### config.mk
export PLATFORM = sky130hd
export DESIGN_NAME = pv_peak_sweep
export DESIGN_NICKNAME = d
export VERILOG_FILES = /design/src/rtl/pv_peak_sweep_pkg.sv /design/src/rtl/pv_cycle_timer.sv /design/src/rtl/pv_peak_sweep.sv
export SDC_FILE = /design/constraint.sdc
export NUM_CORES = 1
export LEC_CHECK = 0
export ABC_AREA = 0
export BUFFER_PORTS_ARGS = -buffer_cell sky130_fd_sc_hd__buf_4
export CAP_MARGIN = 0
export CORE_AREA = 2 2 82 123
export CTS_BUF_LIST = sky130_fd_sc_hd__clkbuf_16
export DETAILED_ROUTE_END_ITERATION = 12
export DIE_AREA = 0 0 84 125
export PLACE_DENSITY = 0.65
export SLEW_MARGIN = 20
export SYNTH_ARGS = -nofsm -noshare
export SYNTH_HDL_FRONTEND = slang
export SYNTH_SLANG_ARGS = --single-unit
### constraint.sdc
create_clock -name CLK -period 2 [get_ports CLK]
set_clock_uncertainty 0.15 [all_clocks]
set_input_delay 0.1 -clock CLK [delete_from_list [all_inputs] [get_ports CLK]]
set_output_delay 0.1 -clock CLK [all_outputs]
set_load 0.1 [all_outputs]
### src/rtl/pv_peak_sweep_pkg.sv
// Shared types and defaults for the PV peak sweep controller.
// Holds the sweep state encoding, default widths and servo range.
package pv_peak_sweep_pkg;

  localparam int DATA_W_DEF  = 12;
  localparam int POS_W_DEF   = 8;
  localparam int POS_MIN_DEF = 0;
  localparam int POS_MAX_DEF = 180;

  typedef enum logic [2:0] {
    IDLE,
    CLEAR,
    SETTLE,
    REQ,
    WAIT_ADC,
    COMPARE,
    RETURN
  } state_t;

endpackage

### src/rtl/pv_cycle_timer.sv
// Loadable down-counter with zero flag and synchronous reset.
// Ports: clk, rst, load/load_val (load wins), en (count down), zero.
module pv_cycle_timer #(
  parameter int W = 8
) (
  input  logic         clk,
  input  logic         rst,
  input  logic         load,
  input  logic [W-1:0] load_val,
  input  logic         en,
  output logic         zero
);

  logic [W-1:0] count;

  always_ff @(posedge clk) begin
    if (rst) begin
      count <= '0;
    end else if (load) begin
      count <= load_val;
    end else if (en && (count != '0)) begin
      count <= count - 1'b1;
    end
  end

  assign zero = (count == '0);

endmodule

### src/rtl/pv_peak_sweep.sv
// Servo sweep controller: samples the ADC at each position, stores new
// maxima via GT/PV, reads the stored max on LV, then parks at the best.
// Ports: CLK/RST, START, ADC_REQ/ADC_VALID/ADC_DATA, GT/PV/LV,
// POS/BEST_POS servo commands, BUSY/DONE/ERR status.
module pv_peak_sweep
  import pv_peak_sweep_pkg::*;
#(
  parameter int DATA_W      = DATA_W_DEF,
  parameter int POS_W       = POS_W_DEF,
  parameter int POS_MIN     = POS_MIN_DEF,
  parameter int POS_MAX     = POS_MAX_DEF,
  parameter int STEP        = 1,
  parameter int SETTLE_CYC  = 1000,
  parameter int ADC_TIMEOUT = 4096
) (
  input  logic              CLK,
  input  logic              RST,
  input  logic              START,
  output logic              ADC_REQ,
  input  logic              ADC_VALID,
  input  logic [DATA_W-1:0] ADC_DATA,
  output logic              GT,
  output logic [DATA_W-1:0] PV,
  input  logic [DATA_W-1:0] LV,
  output logic [POS_W-1:0]  POS,
  output logic [POS_W-1:0]  BEST_POS,
  output logic              BUSY,
  output logic              DONE,
  output logic              ERR
);

  localparam int SW  = $clog2(SETTLE_CYC + 1);
  localparam int TW  = $clog2(ADC_TIMEOUT + 1);
  localparam int PW1 = POS_W + 1;

  localparam logic [SW-1:0] SETTLE_LOAD = SW'(SETTLE_CYC - 1);
  localparam logic [TW-1:0] TMO_LOAD    = TW'(ADC_TIMEOUT - 1);

  localparam logic [POS_W-1:0] P_MIN = POS_W'(POS_MIN);
  localparam logic [POS_W-1:0] P_MAX = POS_W'(POS_MAX);
  localparam logic [PW1-1:0]   P_MAX_X = PW1'(POS_MAX);
  localparam logic [PW1-1:0]   STEP_X  = PW1'(STEP);

  state_t            state;
  logic [DATA_W-1:0] sample;
  logic              settle_load;
  logic              settle_zero;
  logic              tmo_load;
  logic              tmo_zero;
  logic [PW1-1:0]    pos_sum;
  logic [POS_W-1:0]  pos_next;

  assign settle_load = (state == CLEAR) ||
                       ((state == COMPARE) && (POS != P_MAX));
  assign tmo_load    = (state == REQ);

  // Extra bit keeps the step from wrapping past the top of the range,
  // so the last position is clamped to POS_MAX and always measured.
  assign pos_sum  = {1'b0, POS} + STEP_X;
  assign pos_next = (pos_sum > P_MAX_X) ? P_MAX : pos_sum[POS_W-1:0];

  pv_cycle_timer #(
    .W (SW)
  ) u_settle (
    .clk      (CLK),
    .rst      (RST),
    .load     (settle_load),
    .load_val (SETTLE_LOAD),
    .en       (state == SETTLE),
    .zero     (settle_zero)
  );

  pv_cycle_timer #(
    .W (TW)
  ) u_timeout (
    .clk      (CLK),
    .rst      (RST),
    .load     (tmo_load),
    .load_val (TMO_LOAD),
    .en       (state == WAIT_ADC),
    .zero     (tmo_zero)
  );

  always_ff @(posedge CLK) begin
    if (RST) begin
      state    <= IDLE;
      POS      <= P_MIN;
      BEST_POS <= P_MIN;
      GT       <= 1'b0;
      PV       <= '0;
      ADC_REQ  <= 1'b0;
      BUSY     <= 1'b0;
      DONE     <= 1'b0;
      ERR      <= 1'b0;
      sample   <= '0;
    end else begin
      GT      <= 1'b0;
      ADC_REQ <= 1'b0;
      DONE    <= 1'b0;
      unique case (state)
        IDLE: begin
          if (START) begin
            // GT rises with CLEAR so the stored max is zeroed first.
            ERR   <= 1'b0;
            GT    <= 1'b1;
            PV    <= '0;
            BUSY  <= 1'b1;
            state <= CLEAR;
          end
        end
        CLEAR: begin
          POS      <= P_MIN;
          BEST_POS <= P_MIN;
          state    <= SETTLE;
        end
        SETTLE: begin
          if (settle_zero) begin
            ADC_REQ <= 1'b1;
            state   <= REQ;
          end
        end
        REQ: begin
          state <= WAIT_ADC;
        end
        WAIT_ADC: begin
          if (ADC_VALID) begin
            sample <= ADC_DATA;
            state  <= COMPARE;
          end else if (tmo_zero) begin
            ERR    <= 1'b1;
            sample <= '0;
            state  <= COMPARE;
          end
        end
        COMPARE: begin
          // Strict compare: a tie keeps the earlier position.
          if (sample > LV) begin
            GT       <= 1'b1;
            PV       <= sample;
            BEST_POS <= POS;
          end
          if (POS == P_MAX) begin
            state <= RETURN;
          end else begin
            POS   <= pos_next;
            state <= SETTLE;
          end
        end
        RETURN: begin
          POS   <= BEST_POS;
          DONE  <= 1'b1;
          BUSY  <= 1'b0;
          state <= IDLE;
        end
        default: begin
          state <= IDLE;
        end
      endcase
    end
  end

endmodule

== After elaboration in Yosys (flattened, before gate mapping) ==
Cells that the tools add are included.

* Bits in registers: 71
* Input bits: 28
* Output and inout bits: 33
* Logic and storage cells: 93

* $add $sub $neg: 3
* Magnitude comparators: 2
* Equal/unequal tests: 15
* Mux-type cells: 31
* Bitwise gates (word level): 1
* Reduce and logical (&&, ||, !) cells: 27

{| class="wikitable"
|+ Operators with widths
! cell !! number
|-
| 2-to-1 mux 12 bit || 6
|-
| 2-to-1 mux 8 bit || 3
|-
| one-hot mux 12 bit (2 select lines) || 1
|-
| one-hot mux 8 bit (3 select lines) || 1
|-
| 2-to-1 mux 10 bit || 2
|-
| one-hot mux 3 bit (6 select lines) || 1
|-
| one-hot mux 8 bit (2 select lines) || 1
|-
| 2-to-1 mux 3 bit || 5
|-
| nonzero test 2 bit || 7
|-
| logical NOT 13 bit || 1
|-
| nonzero test 13 bit || 1
|-
| subtractor 13 x 1 -> 13 bit, second input constant || 1
|-
| greater-than comparator 12 bit || 1
|-
| logical NOT 10 bit || 1
|-
| != test 2 bit, second input constant || 5
|-
| nonzero test 10 bit || 1
|-
| subtractor 10 x 1 -> 10 bit, second input constant || 1
|-
| adder 8 x 1 -> 9 bit, second input constant || 1
|-
| equality test 3 bit, second input constant || 3
|-
| greater-than comparator 9 x 8 -> 1 bit, second input constant || 1
|-
| equality test 8 bit, second input constant || 1
|-
| 2-to-1 mux 1 bit || 8
|-
| != test 8 bit, second input constant || 1
|-
| AND reduction 2 bit || 4
|-
| other kinds (13) || 21
|}

== Depth between registers and ports, before layout ==
* Word-level depth: 5
* Gate-level depth with buffers: 8
* Mapped depth without buffers: 7

== By module ==
Synthesis repeated with hierarchy kept, for this count alone.

* Cells, all modules: 484
* Area, all modules: 3955.0 um^2

{| class="wikitable"
|+ Modules (own cells, without submodules)
! module !! times used !! cells an instance !! area an instance (um^2) !! seq. area each (um^2)
|-
| pv_peak_sweep || 1 || 312 || 2494.9 || 960.9
|-
| pv_cycle_timer (u_timeout) || 1 || 100 || 833.3 || 260.2
|-
| pv_cycle_timer (u_settle) || 1 || 72 || 626.9 || 200.2
|}

== Least setup slack after synthesis ==
No wires, ideal clock.

* Path kind: register -> register
* Start point: register POS[2]
* End point: register POS[5]
* Setup time: 0.086 ns
* Arrival: 2.392 ns
* Data required time: 1.764 ns
* Path slack: -0.628 ns
* Stages on the path, launching flop included: 7
* Path buffers: 2
* Clock period less this slack: 2.628 ns
* Cell sequence: dfxtp_1 -> clkbuf_1 -> nand2_1 -> o41ai_1 -> clkbuf_1 -> o21ai_0 -> a211oi_1

* Longest elaborated chain between the ends: 5
* Elaborated cells on any way between the ends: 8
* Those cells by class: 1 x add/sub; 1 x order compare; 2 x eq/ne; 3 x mux; 1 x reduce/logical

{| class="wikitable"
|+ Ends and longest elaborated chain
! what !! RTL line !! RTL
|-
| from (decl) || pv_peak_sweep.sv:25 || <nowiki>output logic [POS_W-1:0] POS,</nowiki>
|-
| from (signal assigned) || pv_peak_sweep.sv:145 || <nowiki>POS <= pos_next;</nowiki>
|-
| adder 8 x 1 -> 9 bit || pv_peak_sweep.sv:59 || <nowiki>assign pos_sum = {1'b0, POS} + STEP_X;</nowiki>
|-
| greater-than comparator 9 x 8 -> 1 bit || pv_peak_sweep.sv:60 || <nowiki>assign pos_next = (pos_sum > P_MAX_X) ? P_MAX : pos_sum[POS_W-1:0];</nowiki>
|-
| 2-to-1 mux 8 bit || pv_peak_sweep.sv:60 ||
|-
| 2-to-1 mux 8 bit || pv_peak_sweep.sv:142 || <nowiki>if (POS == P_MAX) begin</nowiki>
|-
| one-hot mux 8 bit (3 select lines) || pv_peak_sweep.sv:100 || <nowiki>unique case (state)</nowiki>
|}

Parallel ways exist; a longest one is shown, timed or not. The select of a mux whose other input is x is not followed.
A chain may end at the register's enable or synchronous reset.

== Final worst setup path ==
* Start point: register u_timeout.count[7]
* End point: register u_timeout.count[10]

* Longest elaborated chain between the ends: 3
* Elaborated cells on any way between the ends: 6
* Those cells by class: 1 x add/sub; 2 x mux; 3 x reduce/logical

{| class="wikitable"
|+ Ends and longest elaborated chain
! what !! RTL line !! RTL
|-
| from (decl) || pv_cycle_timer.sv:14 || <nowiki>logic [W-1:0] count;</nowiki>
|-
| from (signal assigned) || pv_cycle_timer.sv:20 || <nowiki>count <= load_val;</nowiki>
|-
| from (signal assigned) || pv_cycle_timer.sv:22 || <nowiki>count <= count - 1'b1;</nowiki>
|-
| subtractor 13 x 1 -> 13 bit / nonzero test 13 bit (equally long branches) || pv_cycle_timer.sv:22, pv_cycle_timer.sv:21 ||
|-
| 2-to-1 mux 12 bit / logical AND 1 bit (equally long branches) || pv_cycle_timer.sv:21 || <nowiki>end else if (en && (count != '0)) begin</nowiki>
|-
| 2-to-1 mux 12 bit / nonzero test 2 bit (equally long branches) || - ||
|}

Parallel ways exist; a longest one is shown, timed or not. The select of a mux whose other input is x is not followed.

==> summary.md <==
| Metric | Value |
|---|---|
| Crit path from | `u_timeout.count[7]` |
| Area Overhead vs Synth | `44.2%` |
| Maximum achievable frequency | `about 450 MHz` |
| # nets final | `578` |
| CP max-delay cell | `or4_4` |
| Min Tclk post-route | `2.24 ns` |
| Max-Cap Viols | `0` |
| CP Capture Type | `flip-flop` |
| HP Class | `in -> reg` |
| Critical Path Fanout Max | `3` |
| Primary FF master, synth | `dfxtp_1` |
| Final std cells w/o fill | `~650` |
| Root Buffer | `clkbuf_16` |
| #FFs+latches synth | `71` |
| Switching Share | `0.296` |
| Reg power frac | `0.381` |
| CTS tree | `built` |
| Hold Crit Start | `RST` |
| Die Y | `125 µm` |
| Core ar. | `9520 µm²` |
| Setup ws final | `-0.236 ns` |
| CP peak stage delay | `0.54 ns` |
| CTS Sinks | `between 70 and 80` |
| DR pass1 iterations | `5` |
| Critical Path AT | `2.29 ns` |
| Gr usage total | `0.193` |
| Drt total wl | `~10000 µm` |
| Fraction of layout cells with a size suffix above 1 | `0.328` |
| CTS Buf Count | `9` |
| Asr flop ratio synth | `0` |
| Worst reg2reg setup slack | `-0.24 ns` |
| First-pass GRT wire length | `16300 µm` |
| Ys Warns | `0` |
| Psw | `around 1200 µW` |
| Std-Cell Rows | `44` |
| Syn nets | `463` |
| Place WS | `-0.205 ns` |
| Vias | `3493` |
| Worst-margin pin slew | `0.898 ns` |
| Rel. slew slack | `0.399` |
| Final Max Slew Viols | `0` |
| Final setup viols | `38` |
| Post-synth EDFFs | `0` |
| Num ports | `61` |
| Vias in the first global route | `between 3000 and 4000` |
| Critical path class | `reg -> reg` |
| Int Pwr | `2880 µW` |
| Commonest non-fill, non-tap cell in the layout | `buf_4` |
| Pleak | `0.00224 µW` |
| # DRC | `0` |
| Cells after synthesis | `between 400 and 500` |
| Post-synthesis instance area | `3660 µm²` |
| HPWL after detailed placement | `6690 µm` |
| Post-route ant nets | `0` |
| Full die area | `10500 µm²` |
| GPL Wtd Cong | `0.834` |
| Clk network pwr share | `0.361` |
| Placed cells | `a little over 600` |
| Fin. Hold Viols | `0` |
| PortBufs | `60` |
| Starting Density | `0.385` |
| Failing checks | `setup timing` |
| IR drop worst, VDD | `between 0.0005 and 0.0006 V` |
| Mean routed wirelength per cell | `about 15 µm` |
| Fill count | `835` |
| Die W | `between 80 and 90 µm` |
| Worst-case clock buffer depth | `2` |
| R2R Path Start | `u_timeout.count[7]` |
| Status | `finished, violations left` |
| Avg Cell Area, Syn | `a little under 9 µm²` |
| Pin count of the biggest net entering global routing | `34` |
| Worst hold slack | `0.0249 ns` |
| Clock Latency Late Sink | `0.33 ns` |
| Vias per cell | `5.35` |
| Pwr Density | `773 nW/µm²` |
| H-tree depth | `3` |
| Initial antenna violation count | `1` |
| Unrepaired setup endpoints after global routing | `true` |
| Worst Path Required | `2.06 ns` |
| Initial drt markers | `137` |
| Crit start category | `flip-flop` |
| Commonest non-fill, non-tap cells in the layout | `buf_4, dfxtp_1, nand2_1, a21oi_1, inv_1` |
| Bufs and invs on worst path | `0` |
| Period utilization | `1.12` |
| Delay-heaviest family, CP | `simple AND/OR/NAND/NOR gates` |
| Worst-path cell chain | `or4_4, or4b_4, o2111ai_2, xor2_1, a21oi_1` |
| Setup TNS | `-4.08 ns` |
| Gr ovfl total | `0` |
| Register area share after synthesis | `0.388` |
| Yosys cell types | `58` |
| Clock-pin slew on the worst setup and hold paths | `about 0.060 ns` |
| Combinational share of power | `0.258` |
## per-layer routing
metal | GRT usage | wire length [µm] | share of wire | up-vias
met2 | 0.350 | 5360 | 0.53 | 72
li1 | - | - | - | 1737
met5 | 0 | 0 | 0 | -
met4 | 0.118 | 422 | 0.042 | 0
met3 | 0.0370 | 350 | 0.035 | 27
met1 | 0.201 | 3920 | 0.39 | 1657
## path summary, 6_finish.rpt
path,to,cells after the start
min,DONE,2
min reg2reg,PV[1],2
max,u_timeout.count[10],5
max reg2reg,u_timeout.count[10],5
## power by group through the flow
| stage | logic (µW) | clock network (µW) | registers [µW] |
|---|---|---|---|
| after floorplan | 453 | 0 | 1670 |
| after global placement | 824 | 0 | 1580 |
| after detailed placement | 836 | 0 | 1580 |
| after CTS | 1000 | 1510 | 1550 |
| after global routing | 1140 | 1570 | 1570 |
| final | 1060 | 1470 | 1560 |
## state kept, by name, summed over array words and instances, names as in the netlist
name	flops
POS	8
u_timeout.count	13
ADC_REQ	1
sample	12
BEST_POS	8
state	3
u_settle.count	10
ERR	1
PV	12
BUSY	1
GT	1
DONE	1
## Yosys cell counts, types with 4 or more instances
cell / instances / area (µm²)
inv_1: 25 / 93.8
nor3_1: 11 / 55.1
a21oi_1: 34 / 170
dfxtp_1: 71 / 1420
nand4_1: 9 / 56.3
a211oi_1: 9 / 67.6
o21ai_0: 8 / 40.0
xor2_1: 6 / 52.6
clkbuf_1: 17 / 63.8
ha_1: 18 / 225
and3_1: 4 / 25.0
xnor2_1: 14 / 123
a22o_1: 13 / 114
nand2b_1: 10 / 62.6
nor3b_1: 6 / 45.0
nor2_1: 24 / 90.1
nand3_1: 7 / 35.0
nand2_1: 45 / 169
mux2i_1: 23 / 230
buf_2: 4 / 20.0
## repair_timing
item / in CTS / in global routing
pin swaps: 8 / 14
endpoints found under the hold margin: 14 / 0
resized for setup: 26 / 23
buffers inserted: 11 / 3
hold buffers: 14 / 0
gates cloned: 1 / 0
endpoints found under the setup margin: 47 / 61
## stage by stage
stage / util / instance area (µm²) / total power [µW]
2_1_floorplan: - / 3710 / 2120
3_3_place_gp: 0.473 / 4510 / 2400
3_5_place_dp: 0.473 / 4510 / 2420
4_1_cts: 0.543 / 5170 / 4060
5_1_grt: 0.555 / 5290 / 4280
6_report: 0.555 / 5290 / 4080
## cells by family (layout without fill, tap and decap cells)
kind of cell / Yosys count / count (layout) / synth area share
buf+inv: 47 / 167 / 0.0516
flops: 71 / 71 / 0.388
other cells: 0 / 1 / 0
mux: 23 / 23 / 0.0628
simple gates: 142 / 142 / 0.207
fa+ha+maj: 18 / 18 / 0.0615
xor+xnor: 20 / 20 / 0.0478
compound gates: 96 / 96 / 0.182
## layout make-up
class / instances / area, µm² / area share
inverter: 25 / 93.8 / 0.0178
timing repair buffer: 126 / 1010 / 0.191
tap: 115 / 144 / 0.0272
multi-input combinational: 299 / 2300 / 0.434
clock inverter: 6 / 25.0 / 0.00473
clock buffer: 10 / 250 / 0.0473
antenna: 1 / 2.50 / 0.000473
sequential: 71 / 1470 / 0.277
Note: power is estimated with default switching activity, not from simulation.
